`config.mk`:
```
export PLATFORM = sky130hd
export DESIGN_NAME = sdram_stream_writer
export DESIGN_NICKNAME = d
export VERILOG_FILES = /design/src/rtl/sdram_stream_writer.sv
export SDC_FILE = /design/constraint.sdc
export NUM_CORES = 1
export LEC_CHECK = 0
export BUFFER_PORTS_ARGS = -buffer_cell sky130_fd_sc_hd__buf_2
export CORE_ASPECT_RATIO = 0.8
export CORE_UTILIZATION = 40
export CTS_CLUSTER_SIZE = 8
export DETAILED_ROUTE_END_ITERATION = 8
export PLACE_DENSITY = 0.59
export REMOVE_ABC_BUFFERS = 1
export SLEW_MARGIN = 20
export SYNTH_ARGS = -nofsm -noshare
export SYNTH_HDL_FRONTEND = slang
export SYNTH_SLANG_ARGS = --single-unit
```
`constraint.sdc`:
```
create_clock -name clk_axi -period 3.6 [get_ports clk_axi]
set_input_delay 1.08 -clock clk_axi [delete_from_list [all_inputs] [get_ports clk_axi]]
set_output_delay 1.08 -clock clk_axi [all_outputs]
set_load 0.01 [all_outputs]
```
`src/rtl/sdram_stream_writer.sv`:
```
// Packs an upstream word stream into fixed-length SDRAM write bursts. A short final
// burst is padded with masked beats.
module sdram_stream_writer #(
    parameter int unsigned ADDR_WIDTH   = 24,
    parameter int unsigned DATA_WIDTH   = 16,
    parameter int unsigned BURST_LENGTH = 8
) (
    input  logic                  clk_axi,
    input  logic                  rstn_axi,
    input  logic                  start_i,
    input  logic [ADDR_WIDTH-1:0] base_addr_i,
    input  logic                  s_valid_i,
    output logic                  s_ready_o,
    input  logic [DATA_WIDTH-1:0] s_data_i,
    input  logic                  s_last_i,
    output logic                  writer_valid,
    input  logic                  writer_ready,
    output logic [ADDR_WIDTH-1:0] writer_addr,
    output logic [DATA_WIDTH-1:0] writer_data,
    output logic [1:0]            writer_dqm_o,
    output logic                  busy_o,
    output logic                  done_o,
    output logic [15:0]           burst_count_o
);

    localparam int unsigned CntW = $clog2(BURST_LENGTH);
    localparam logic [CntW-1:0] LastIdx = CntW'(BURST_LENGTH - 1);

    typedef enum logic [1:0] {StIdle, StFill, StAddr, StData} state_e;

    state_e                state_q, state_d;
    logic [ADDR_WIDTH-1:0] addr_ptr_q;
    logic [CntW-1:0]       fill_cnt_q;
    logic [CntW-1:0]       beat_q;
    logic [CntW:0]         valid_cnt_q;
    logic                  last_flag_q;
    logic [15:0]           burst_count_q;
    logic                  done_q;
    logic [DATA_WIDTH-1:0] buf_mem_q [BURST_LENGTH];

    logic fill_done;
    logic burst_done;

    assign fill_done  = s_valid_i && (fill_cnt_q == LastIdx || s_last_i);
    assign burst_done = writer_ready && beat_q == LastIdx;

    always_ff @(posedge clk_axi) begin
        if (!rstn_axi) begin
            state_q <= StIdle;
        end else begin
            state_q <= state_d;
        end
    end

    always_comb begin
        state_d = state_q;
        unique case (state_q)
            StIdle: if (start_i) state_d = StFill;
            StFill: if (fill_done) state_d = StAddr;
            StAddr: if (writer_ready) state_d = StData;
            StData: if (burst_done) state_d = last_flag_q ? StIdle : StFill;
            default: state_d = StIdle;
        endcase
    end

    // Beats past valid_cnt pad the burst with masked zero data.
    always_comb begin
        s_ready_o    = 1'b0;
        writer_valid = 1'b0;
        writer_data  = '0;
        writer_dqm_o = 2'b11;
        unique case (state_q)
            StFill: s_ready_o = 1'b1;
            StAddr: writer_valid = 1'b1;
            StData: begin
                writer_valid = 1'b1;
                if ({1'b0, beat_q} < valid_cnt_q) begin
                    writer_data  = buf_mem_q[beat_q];
                    writer_dqm_o = 2'b00;
                end
            end
            default: ;
        endcase
    end

    assign writer_addr   = addr_ptr_q;
    assign busy_o        = state_q != StIdle;
    assign done_o        = done_q;
    assign burst_count_o = burst_count_q;

    always_ff @(posedge clk_axi) begin
        if (state_q == StFill && s_valid_i) begin
            buf_mem_q[fill_cnt_q] <= s_data_i;
        end
    end

    always_ff @(posedge clk_axi) begin
        if (!rstn_axi) begin
            addr_ptr_q    <= '0;
            fill_cnt_q    <= '0;
            beat_q        <= '0;
            valid_cnt_q   <= '0;
            last_flag_q   <= 1'b0;
            burst_count_q <= '0;
            done_q        <= 1'b0;
        end else begin
            done_q <= 1'b0;
            unique case (state_q)
                StIdle: begin
                    if (start_i) begin
                        addr_ptr_q    <= base_addr_i & ~ADDR_WIDTH'(BURST_LENGTH - 1);
                        fill_cnt_q    <= '0;
                        burst_count_q <= '0;
                    end
                end
                StFill: begin
                    if (s_valid_i) begin
                        fill_cnt_q <= fill_cnt_q + CntW'(1);
                        if (fill_done) begin
                            valid_cnt_q <= {1'b0, fill_cnt_q} + (CntW + 1)'(1);
                            last_flag_q <= s_last_i;
                        end
                    end
                end
                StAddr: if (writer_ready) beat_q <= '0;
                StData: begin
                    if (writer_ready) begin
                        beat_q <= beat_q + CntW'(1);
                        if (beat_q == LastIdx) begin
                            addr_ptr_q    <= addr_ptr_q + ADDR_WIDTH'(BURST_LENGTH);
                            fill_cnt_q    <= '0;
                            burst_count_q <= burst_count_q + 16'd1;
                            done_q        <= last_flag_q;
                        end
                    end
                end
                default: ;
            endcase
        end
    end

endmodule

```
# ---- Word level (Yosys, flattened, before mapping)
# Memory sizes are Yosys's and may differ from the RTL's. A register that Yosys moved wholly into a read port is not among the register bits.
# Cells that the tools add are included.
dict set report totals {
  wordCells 75
  in_bits 46
  regBits 54
  out_inout_bits 62
  ramBits 128
  mem_count 1
}
# memory depth width rd rd_ports_with_merged_regs write_ports line
set memory_table {}
lappend memory_table {buf_mem_q 8 16 1 1 1 39} ;# logic [DATA_WIDTH-1:0] buf_mem_q [BURST_LENGTH];
dict set report op_classes {
  n_lt_le_gt_ge 1
  n_reduce_logical 16
  add_sub_neg 5
  muxes 32
  n_eq_ne 12
}
# op n
set op_table {}
lappend op_table {{2-to-1 mux 16 bit} 5}
lappend op_table {{2-to-1 mux 24 bit} 3}
lappend op_table {{case mux 24 bit (2 select lines)} 1}
lappend op_table {{case mux 16 bit (2 select lines)} 1}
lappend op_table {{adder 24 x 4 -> 24 bit (second input constant)} 1}
lappend op_table {{2-to-1 mux 3 bit} 8}
lappend op_table {{adder 16 x 1 -> 16 bit (second input constant)} 1}
lappend op_table {{inequality test 2 bit (second input constant)} 7}
lappend op_table {{2-to-1 mux 2 bit} 6}
lappend op_table {{AND reduction 4 bit} 3}
lappend op_table {{case mux 3 bit (3 select lines)} 1}
lappend op_table {{case mux 2 bit (4 select lines)} 1}
lappend op_table {{adder 3 x 1 -> 3 bit (second input constant)} 2}
lappend op_table {{== test 3 bit (second input constant)} 2}
lappend op_table {{case mux 3 bit (2 select lines)} 1}
lappend op_table {{AND reduction 3 bit} 2}
lappend op_table {{nonzero test 2 bit} 3}
lappend op_table {{2-to-1 mux 1 bit} 5}
lappend op_table {{AND reduction 5 bit} 1}
lappend op_table {{adder 3 x 1 -> 4 bit (second input constant)} 1}
lappend op_table {{== test 2 bit (second input constant)} 2}
lappend op_table {{less-than comparator 3 x 4 -> 1 bit} 1}
lappend op_table {{logical AND 1 bit} 3}
lappend op_table {{nonzero test 3 bit} 1}
lappend op_table {{other kinds (4)} 4}

# ---- Logic depth before layout (Yosys ltp)
# Gate-level depths: netlist (run 1).
dict set report depth {
  depth_word 5
  ltp_mapped 9
  mapped_depth_nobuf 6
}

# ---- Worst setup path before layout (run 1)
# OpenSTA, ideal clock, no wires.
dict set report synth_timing {
  path_type {input-to-reg}
  startpoint {input s_valid_i}
  endpoint {memory buf_mem_q[0][0] (enable)}
  n_path_buf 0
  setup_ns 0.430
  slack_ns 0.414
  required_time_ns 3.170
  cell_stages 2
  t_arrival_ns 2.755
  path_cell_list {nand2_1 -> nor4_1}
}
dict set report synth_between {
  elab_chain_cells 3
}
# item line
set synth_rtl {}
lappend synth_rtl {{start, declared} 12} ;# input logic s_valid_i,
lappend synth_rtl {{logical AND 1 bit} 92} ;# if (state_q == StFill && s_valid_i) begin
lappend synth_rtl {{2-to-1 mux 1 bit} 92}
lappend synth_rtl {{2-to-1 mux 1 bit (implied by the code)} 93} ;# buf_mem_q[fill_cnt_q] <= s_data_i;
lappend synth_rtl {{end, declared} 39}
# No other way between the ends.

# ---- Worst setup path after layout (run 1)
dict set report layout_timing {
  startpoint {register valid_cnt_q[1]}
  endpoint {output writer_data[3]}
}
dict set report layout_between {
  elab_chain_cells 3
}
# item line
set layout_rtl {}
lappend layout_rtl {{start, declared} 35} ;# logic [CntW:0] valid_cnt_q;
lappend layout_rtl {{start signal, assigned} 120} ;# valid_cnt_q <= {1'b0, fill_cnt_q} + (CntW + 1)'(1);
lappend layout_rtl {{less-than comparator 3 x 4 -> 1 bit} 77} ;# if ({1'b0, beat_q} < valid_cnt_q) begin
lappend layout_rtl {{2-to-1 mux 16 bit} 77}
lappend layout_rtl {{2-to-1 mux 16 bit} 72} ;# unique case (state_q)
lappend layout_rtl {{end, declared} 19} ;# output logic [DATA_WIDTH-1:0] writer_data,
# No other way between the ends.

==> results by group, run 1 <==
Yosys
  • Yosys top cell by area: edfxtp_1
  • Synth Instances: slightly below 600
  • Area fraction of the dominant cell type after synthesis: 48.5%
  • Synth cell types: 56
  • Commonest cells post-synth: 128 x edfxtp_1, 54 x dfxtp_1, 35 x nor2_1
  • Synth warnings: 0
  • Sequential fraction of the synthesis area: 62.2%
  • FF+latch count, synth: around 180
  • Largest cells by area after synthesis: edfxtp_1 49%, dfxtp_1 14%, mux4_2 9.1%, mux2i_1 2.7%, ha_1 2.1%
  • Synth async-reset ratio: 0%
  • Avg Cell Area, Syn: 13.5 um2
  • Count leader, synth: edfxtp_1
  • EDFF count, synth: between 100 and 150
  • Post-Syn Area: 0.00792 mm2
  • Predominant post-synthesis flop cell: edfxtp_1

Global routing
  • Overall routing resource usage: between 10% and 20%
  • First-pass GRT wire length: 28.0 mm
  • Pin count of the biggest net entering global routing: 37
  • Vias in the first global route: roughly 5300
  • Initial antenna violation count: 0
  • Remaining Overflow, GRT: 0

STA
  • Unrepaired setup endpoints after global routing: no
  • Hold Fails Final Rpt: 0
  • Worst slew margin: 41.9%
  • Final max-slew violation count: 0
  • # setup viols final: 0
  • Tmin final: 3.41 ns
  • Final Skew: 0.0124 ns
  • Final worst-path cycle share: 94.6%
  • Slew @ Worst Pin: 0.871 ns
  • Fmax: between 200 and 300 MHz

Finish
  • FF/Latch Area: around 0.005 mm2
  • Area of the multi-input gates: 0.00280 mm2
  • Fill cells: 1672
  • Nets: 753
  • Final core occ: 48.9%
  • Antenna Cells: 0
  • Layout cells sized above 1: between 20 and 30%
  • Layout Area Growth over Synthesis: 18.5%

Route
  • Post-DRT Antenna Nets: 0
  • Vias: 5387
  • DRT Pass-1 Iters: 4
  • Total Wirelength: ~18 mm
  • Avg WL per Cell: 18.5 um
  • # DRC: 0
  • Via density: 5.58
  • DR iter-0 viols: 333

Die
  • Die Y: 128 um
  • Site Rows: 45
  • Core area: 0.0192 mm2
  • Die area: 0.0204 mm2
  • Initial Utilization: between 40% and 50%
  • I/O pin total: between 100 and 150
  • Die W: 159 um

Critical path
  • Launch point of the worst reg-to-reg path: state_q[0]
  • Setup crit start kind: flip-flop
  • Arrival time at the worst endpoint: ~2.3 ns
  • Setup slack, reg-to-reg: 0.94 ns
  • Crit path capture type: primary output
  • Worst Path Max Fanout: 17
  • Critical Setup Path Class: flip-flop to primary output
  • FF-to-FF path depth: 6
  • Capturing point of the worst reg2reg path: burst_count_o[12]
  • Critical Path RT: 2.52 ns

Min path
  • Worst hold path cell count: 2
  • Hold_sp: valid_cnt_q[0]
  • HP Class: flip-flop to flip-flop
  • Min-Delay Endpoint: valid_cnt_q[0]

Power
  • Leak: around 3.2 nW
  • Peak supply drop: 0.344 mV
  • Pwr Total: 5.23 mW
  • Total power per unit cell area: ~560 mW/mm2

Place
  • IO Port Bufs: between 100 and 150
  • Post-DP HPWL: about 12 mm
  • RD Place Congestion: 0.810

Clock tree
  • Worst-Skew Late Latency: 0.43 ns
  • Post_cts resized: 0
  • CTS Buf Count: 17
  • Clock Sinks: 182
  • Worst-path clk slew: 0.07 ns
  • Level count of the clock H-tree: 4
  • Max clock buf depth: 2
  • TritonCTS clock tree: built
  • Root Driver: clkbuf_16
  • Setup Buffers After CTS: 0
  • CTS Hold Bufs: 0

Flow run
  • Max-Cap Viols: 0

Outcome
  • Run status: finished, final reports clean
[registers in the layout, summed over array words and instances (netlist names), named ones only]
signal and count:
beat_q 3, buf_mem_q 128, burst_count_o 16, done_o 1, fill_cnt_q 3, last_flag_q 1, state_q 2, valid_cnt_q 4
writer_addr 21
[report_power, final]
part           total (mW)  internal (mW)  leakage [nW]  switching (mW)
Clock                1.86          0.996         0.289           0.866
Sequential           2.49           2.36          1.59           0.134
Combinational       0.878          0.355          1.35           0.523
Total                5.23           3.71          3.23            1.52
[worst max-delay path: stages, from the launching register on]
cell      delay [ns]
dfxtp_1         0.34
inv_1           0.05
ha_1            0.26
a21o_1          0.15
a21o_1          0.42
a211oi_1        0.48
buf_2           0.21
[cell families (layout without fill, tap and decap cells)]
family	Yosys count	in the layout	synth area share [%]
other	1	3	0.0473
AND/OR/NAND/NOR	163	163	10.8
multiplexers	54	54	11.9
flip-flops	182	182	62.2
AO/OA/AOI/OAI	115	115	9.57
XOR/XNOR	5	5	0.553
adder cells (fa/ha/maj)	13	13	2.05
buffers and inverters	53	172	2.92
[metrics by stage]
stage                     setup TNS (ns)  hold WS, ns  worst slack (ns)  instances  area [um2]
after floorplan                   -0.300        0.435           -0.0187        551        7760
after global placement                 0        0.455             0.625        933        8790
after detailed placement               0        0.478             0.636        933        8790
after CTS                              0        0.488             0.160        965        9390
after global routing                   0        0.502            0.0349        965        9390
final                                  0        0.481             0.194        965        9390
[layout by cell type, fill, tap and decap left out, drive strengths merged, types with 5 or more instances in the layout]
master,instances
nor3,8
nand2,34
a31oi,8
a211oi,19
or3,6
o22ai,5
clkbuf,17
nand2b,5
or4,15
a21oi,32
ha,13
dfxtp,54
mux2i,21
nand4,12
o21ai,17
mux4,32
clkinv,5
edfxtp,128
nor2,35
and3,5
o31ai,5
nand3,25
buf,124
inv,23
[worst max-delay path by stage]
| stage | start | endpoint | slack [ns] | cells after the start |
|---|---|---|---|---|
| floorplan | state_q[0] | writer_data[0] | -0.02 | 3 |
| global placement | valid_cnt_q[1] | writer_data[3] | 0.63 | 6 |
| detailed placement | valid_cnt_q[1] | writer_data[3] | 0.64 | 6 |
| CTS | valid_cnt_q[1] | writer_data[3] | 0.16 | 6 |
| global route | valid_cnt_q[1] | writer_data[3] | 0.03 | 6 |
| finish | valid_cnt_q[1] | writer_data[3] | 0.19 | 6 |
[cell type report]
cell class,count,area share (%)
clock inverters,15,1.87
well taps,258,3.44
inverters,16,0.640
clock buffers,17,4.53
flip-flops and latches,182,52.5
repair buffers,124,7.22
multi-input cells,353,29.8
[per-layer routing]
layer | global-route usage (%) | up-vias | part of all wire [%]
met5 | 0 | - | 0
met4 | 5.54 | 0 | 0.71
met3 | 3.43 | 12 | 5.0
met2 | 29.9 | 162 | 49
met1 | 24.0 | 2689 | 46
li1 | - | 2524 | -
Power figures use the tool's default switching activity.
==> inputs of run 2 (changes only) <==
- CTS_BUF_LIST: not set -> sky130_fd_sc_hd__clkbuf_4
- HOLD_SLACK_MARGIN: not set -> 0.15
- clock period: 3.6 -> 3.3 ns (I/O delays scaled with it)
==> run 2 against run 1 <==
Against the previous run: sequential share of layout area rose by 1.5 points; die area did not move; sequential power rose by 9.2%; critical path type unchanged; largest power group unchanged.
==> results by group, run 2 (synthesis gave the netlist of run 1 again) <==
Min path
  • Min-Delay Endpoint: valid_cnt_q[0]
  • Worst hold path cell count: 2 (unchanged)
  • Hold_sp: valid_cnt_q[0]
  • HP Class: flip-flop to flip-flop

Clock tree
  • Worst-path clk slew: 0.15 ns (+0.08 ns)
  • CTS Buf Count: 17 (unchanged)
  • Clock Sinks: 182 (unchanged)
  • Max clock buf depth: 2 (unchanged)
  • Worst-Skew Late Latency: 0.56 ns (+0.13 ns)
  • Level count of the clock H-tree: 4 (unchanged)
  • TritonCTS clock tree: built
  • Root Driver: clkbuf_4

Die
  • Site Rows: 45 (unchanged)
  • Initial Utilization: 41.3% (unchanged)
  • I/O pin total: 108 (unchanged)
  • Die Y: 128 um (unchanged)
  • Die area: 0.0204 mm2 (unchanged)
  • Core area: 0.0192 mm2 (unchanged)
  • Die W: 159 um (unchanged)

Finish
  • Layout Area Growth over Synthesis: 15.3%
  • Most common cell after layout, fill and taps aside: edfxtp_1
  • Fill cells: 1688 (+0.96%)
  • Layout cells sized above 1: 30.0% (+0.55 points)
  • Most frequent cells in the layout: 128 x edfxtp_1, 101 x buf_2, 52 x dfxtp_1
  • FF/Latch Area: 0.00493 mm2 (about the same)
  • Largest register FFs: 128 (unchanged)
  • Biggest register: buf_mem_q
  • Nets: 750 (-0.40%)
  • Area of the multi-input gates: 0.00284 mm2 (+1.5%)

Critical path
  • Critical Setup Path Class: flip-flop to primary output
  • Buf/Inv on CP: 1 (-1)
  • FF-to-FF path depth: 6 (unchanged)
  • Crit path capture type: primary output
  • Arrival time at the worst endpoint: 2.15 ns (-0.18 ns)
  • Worst Path Max Fanout: 17 (unchanged)
  • Largest stage delay, worst path: 0.37 ns (-0.11 ns)
  • Slowest CP cell: dfxtp_1
  • Capturing point of the worst reg2reg path: burst_count_o[12]
  • Critical Path, Cell by Cell: ha_1 -> a21o_1 -> a21o_4 -> a211oi_1 -> buf_2
  • Top delay family on crit path: compound AO/OA/AOI/OAI gates
  • Launch point of the worst reg-to-reg path: state_q[0]
  • Setup slack, reg-to-reg: 0.62 ns (-0.32 ns)
  • Critical Path RT: 2.31 ns (-0.21 ns)
  • Setup crit start kind: flip-flop

Outcome
  • Run status: finished, final reports clean

STA
  • Final worst slack: 0.155 ns (-0.0384 ns)
  • # setup viols final: 0 (unchanged)
  • Final Skew: 0.0275 ns (+0.0151 ns)
  • Tmin final: 3.14 ns
  • Hold Fails Final Rpt: 0 (unchanged)
  • Unrepaired setup endpoints after global routing: no
  • Fmax: 318 MHz
  • Final worst-path cycle share: a little over nine tenths
  • Setup_tns: 0 ns (unchanged)
  • Worst slew margin: 43.8% (+1.9 points)
  • Slew @ Worst Pin: 0.842 ns (-0.0288 ns)
  • Final max-slew violation count: 0 (unchanged)
  • Hold_ws: 0.487 ns (+0.00543 ns)

Power
  • Leak: 3.10 nW (-4.2%)
  • Total power per unit cell area: 536 mW/mm2 (-3.9%)
  • Peak supply drop: 0.210 mV (-39%)

Global routing
  • Vias in the first global route: 5122 (-3.0%)
  • First-pass GRT wire length: 27.9 mm (-0.22%)
  • Remaining Overflow, GRT: 0 (unchanged)
  • Pin count of the biggest net entering global routing: 37 (unchanged)
  • Overall routing resource usage: 18.0% (+0.074 points)
  • Initial antenna violation count: 2 (+2)

Place
  • Place WS: 0.376 ns (-0.260 ns)
  • RD Place Congestion: 0.801 (-1.1%)
  • Post-DP HPWL: 11.4 mm (-1.3%)
  • IO Port Bufs: 101 (unchanged)

Route
  • DRT Pass-1 Iters: 4 (unchanged)
  • Via density: 5.58 (about the same)
  • Vias: 5385 (-0.037%)
  • # DRC: 0 (unchanged)
  • Avg WL per Cell: 18.5 um (about the same)
  • Total Wirelength: 17.8 mm (about the same)
  • DR iter-0 viols: 297 (-11%)
  • Post-DRT Antenna Nets: 0 (unchanged)

Flow run
  • Max-Cap Viols: 0 (unchanged)
-- run 2: changes by cell type in the layout (fill, tap and decap cells not counted), moves of 2 or more --
cell | before | now
buf_12 | 0 | 2
clkbuf_4 | 0 | 17
clkbuf_16 | 17 | 1
buf_4 | 23 | 17
diode_2 | 0 | 3
a211oi_1 | 19 | 17
mux2i_1 | 21 | 19
clkinvlp_4 | 2 | 0
inv_6 | 5 | 7
-- run 2: area by class of cell --
cell class / instances / share of cell area (%)
Timing Repair Buffer: 121 / 7.64
Multi-Input combinational cell: 353 / 31.1
Sequential cell: 182 / 53.9
Clock buffer: 17 / 1.40
Antenna cell: 3 / 0.0822
Tap cell: 258 / 3.53
Inverter: 16 / 0.671
Clock inverter: 15 / 1.60
-- run 2: how the worst max path moves through the flow --
stage | startpoint | endpoint | slack (ns) | cells after the start
floorplan | state_q[0] | writer_data[0] | -0.23 | 3
detailed placement | valid_cnt_q[1] | writer_data[3] | 0.38 | 6
global route | beat_q[1] | writer_data[5] | 0.007 | 5
finish | beat_q[1] | writer_data[0] | 0.16 | 5
global placement | valid_cnt_q[1] | writer_data[3] | 0.42 | 6
CTS | flip-flop | writer_data[10] | 0.02 | 5
-- run 2: repair_timing --
action,4_1_cts,5_1_grt
endpoints found under the setup margin,18,5
hold buffers,0,0
pin swaps,0,1
resized for setup,4,6
cloned,0,1
buffers inserted,0,0
-- run 2: power breakdown --
group          switching [mW]  total (mW)  internal, mW
Clock                   0.856        1.20         0.347
Combinational           0.580       0.974         0.394
Sequential              0.143        2.72          2.57
Total                    1.58        4.89          3.31
-- run 2: routing by layer --
layer  wire length (um)  vias up  track usage [%]  part of all wire, %
li1                   -     2539                -                    -
met1               8420     2696             24.5                   47
met2               8490      128             29.2                   48
met3                682       22             3.53                  3.8
met4                220        0             6.00                  1.2
met5                  0        -                0                    0
-- run 2: worst register-to-register path, cell delays in order, from the launching register on --
cell     delay [ns]
dfxtp_1        0.45
ha_1           0.23
buf_4          0.35
mux2_2         0.39
nand4_1        0.38
or4_2          0.65
a21oi_1        0.17
-- run 2: per-stage QoR --
stage                     total power [mW]  area (um2)  std cells  util [%]
after floorplan                       3.32        7760        551         -
after global placement                3.68        8780        929      45.7
after detailed placement              3.72        8780        929      45.7
after CTS                             4.92        9070        961      47.2
after global routing                  5.14        9130        964      47.6
final                                 4.89        9130        965      47.6
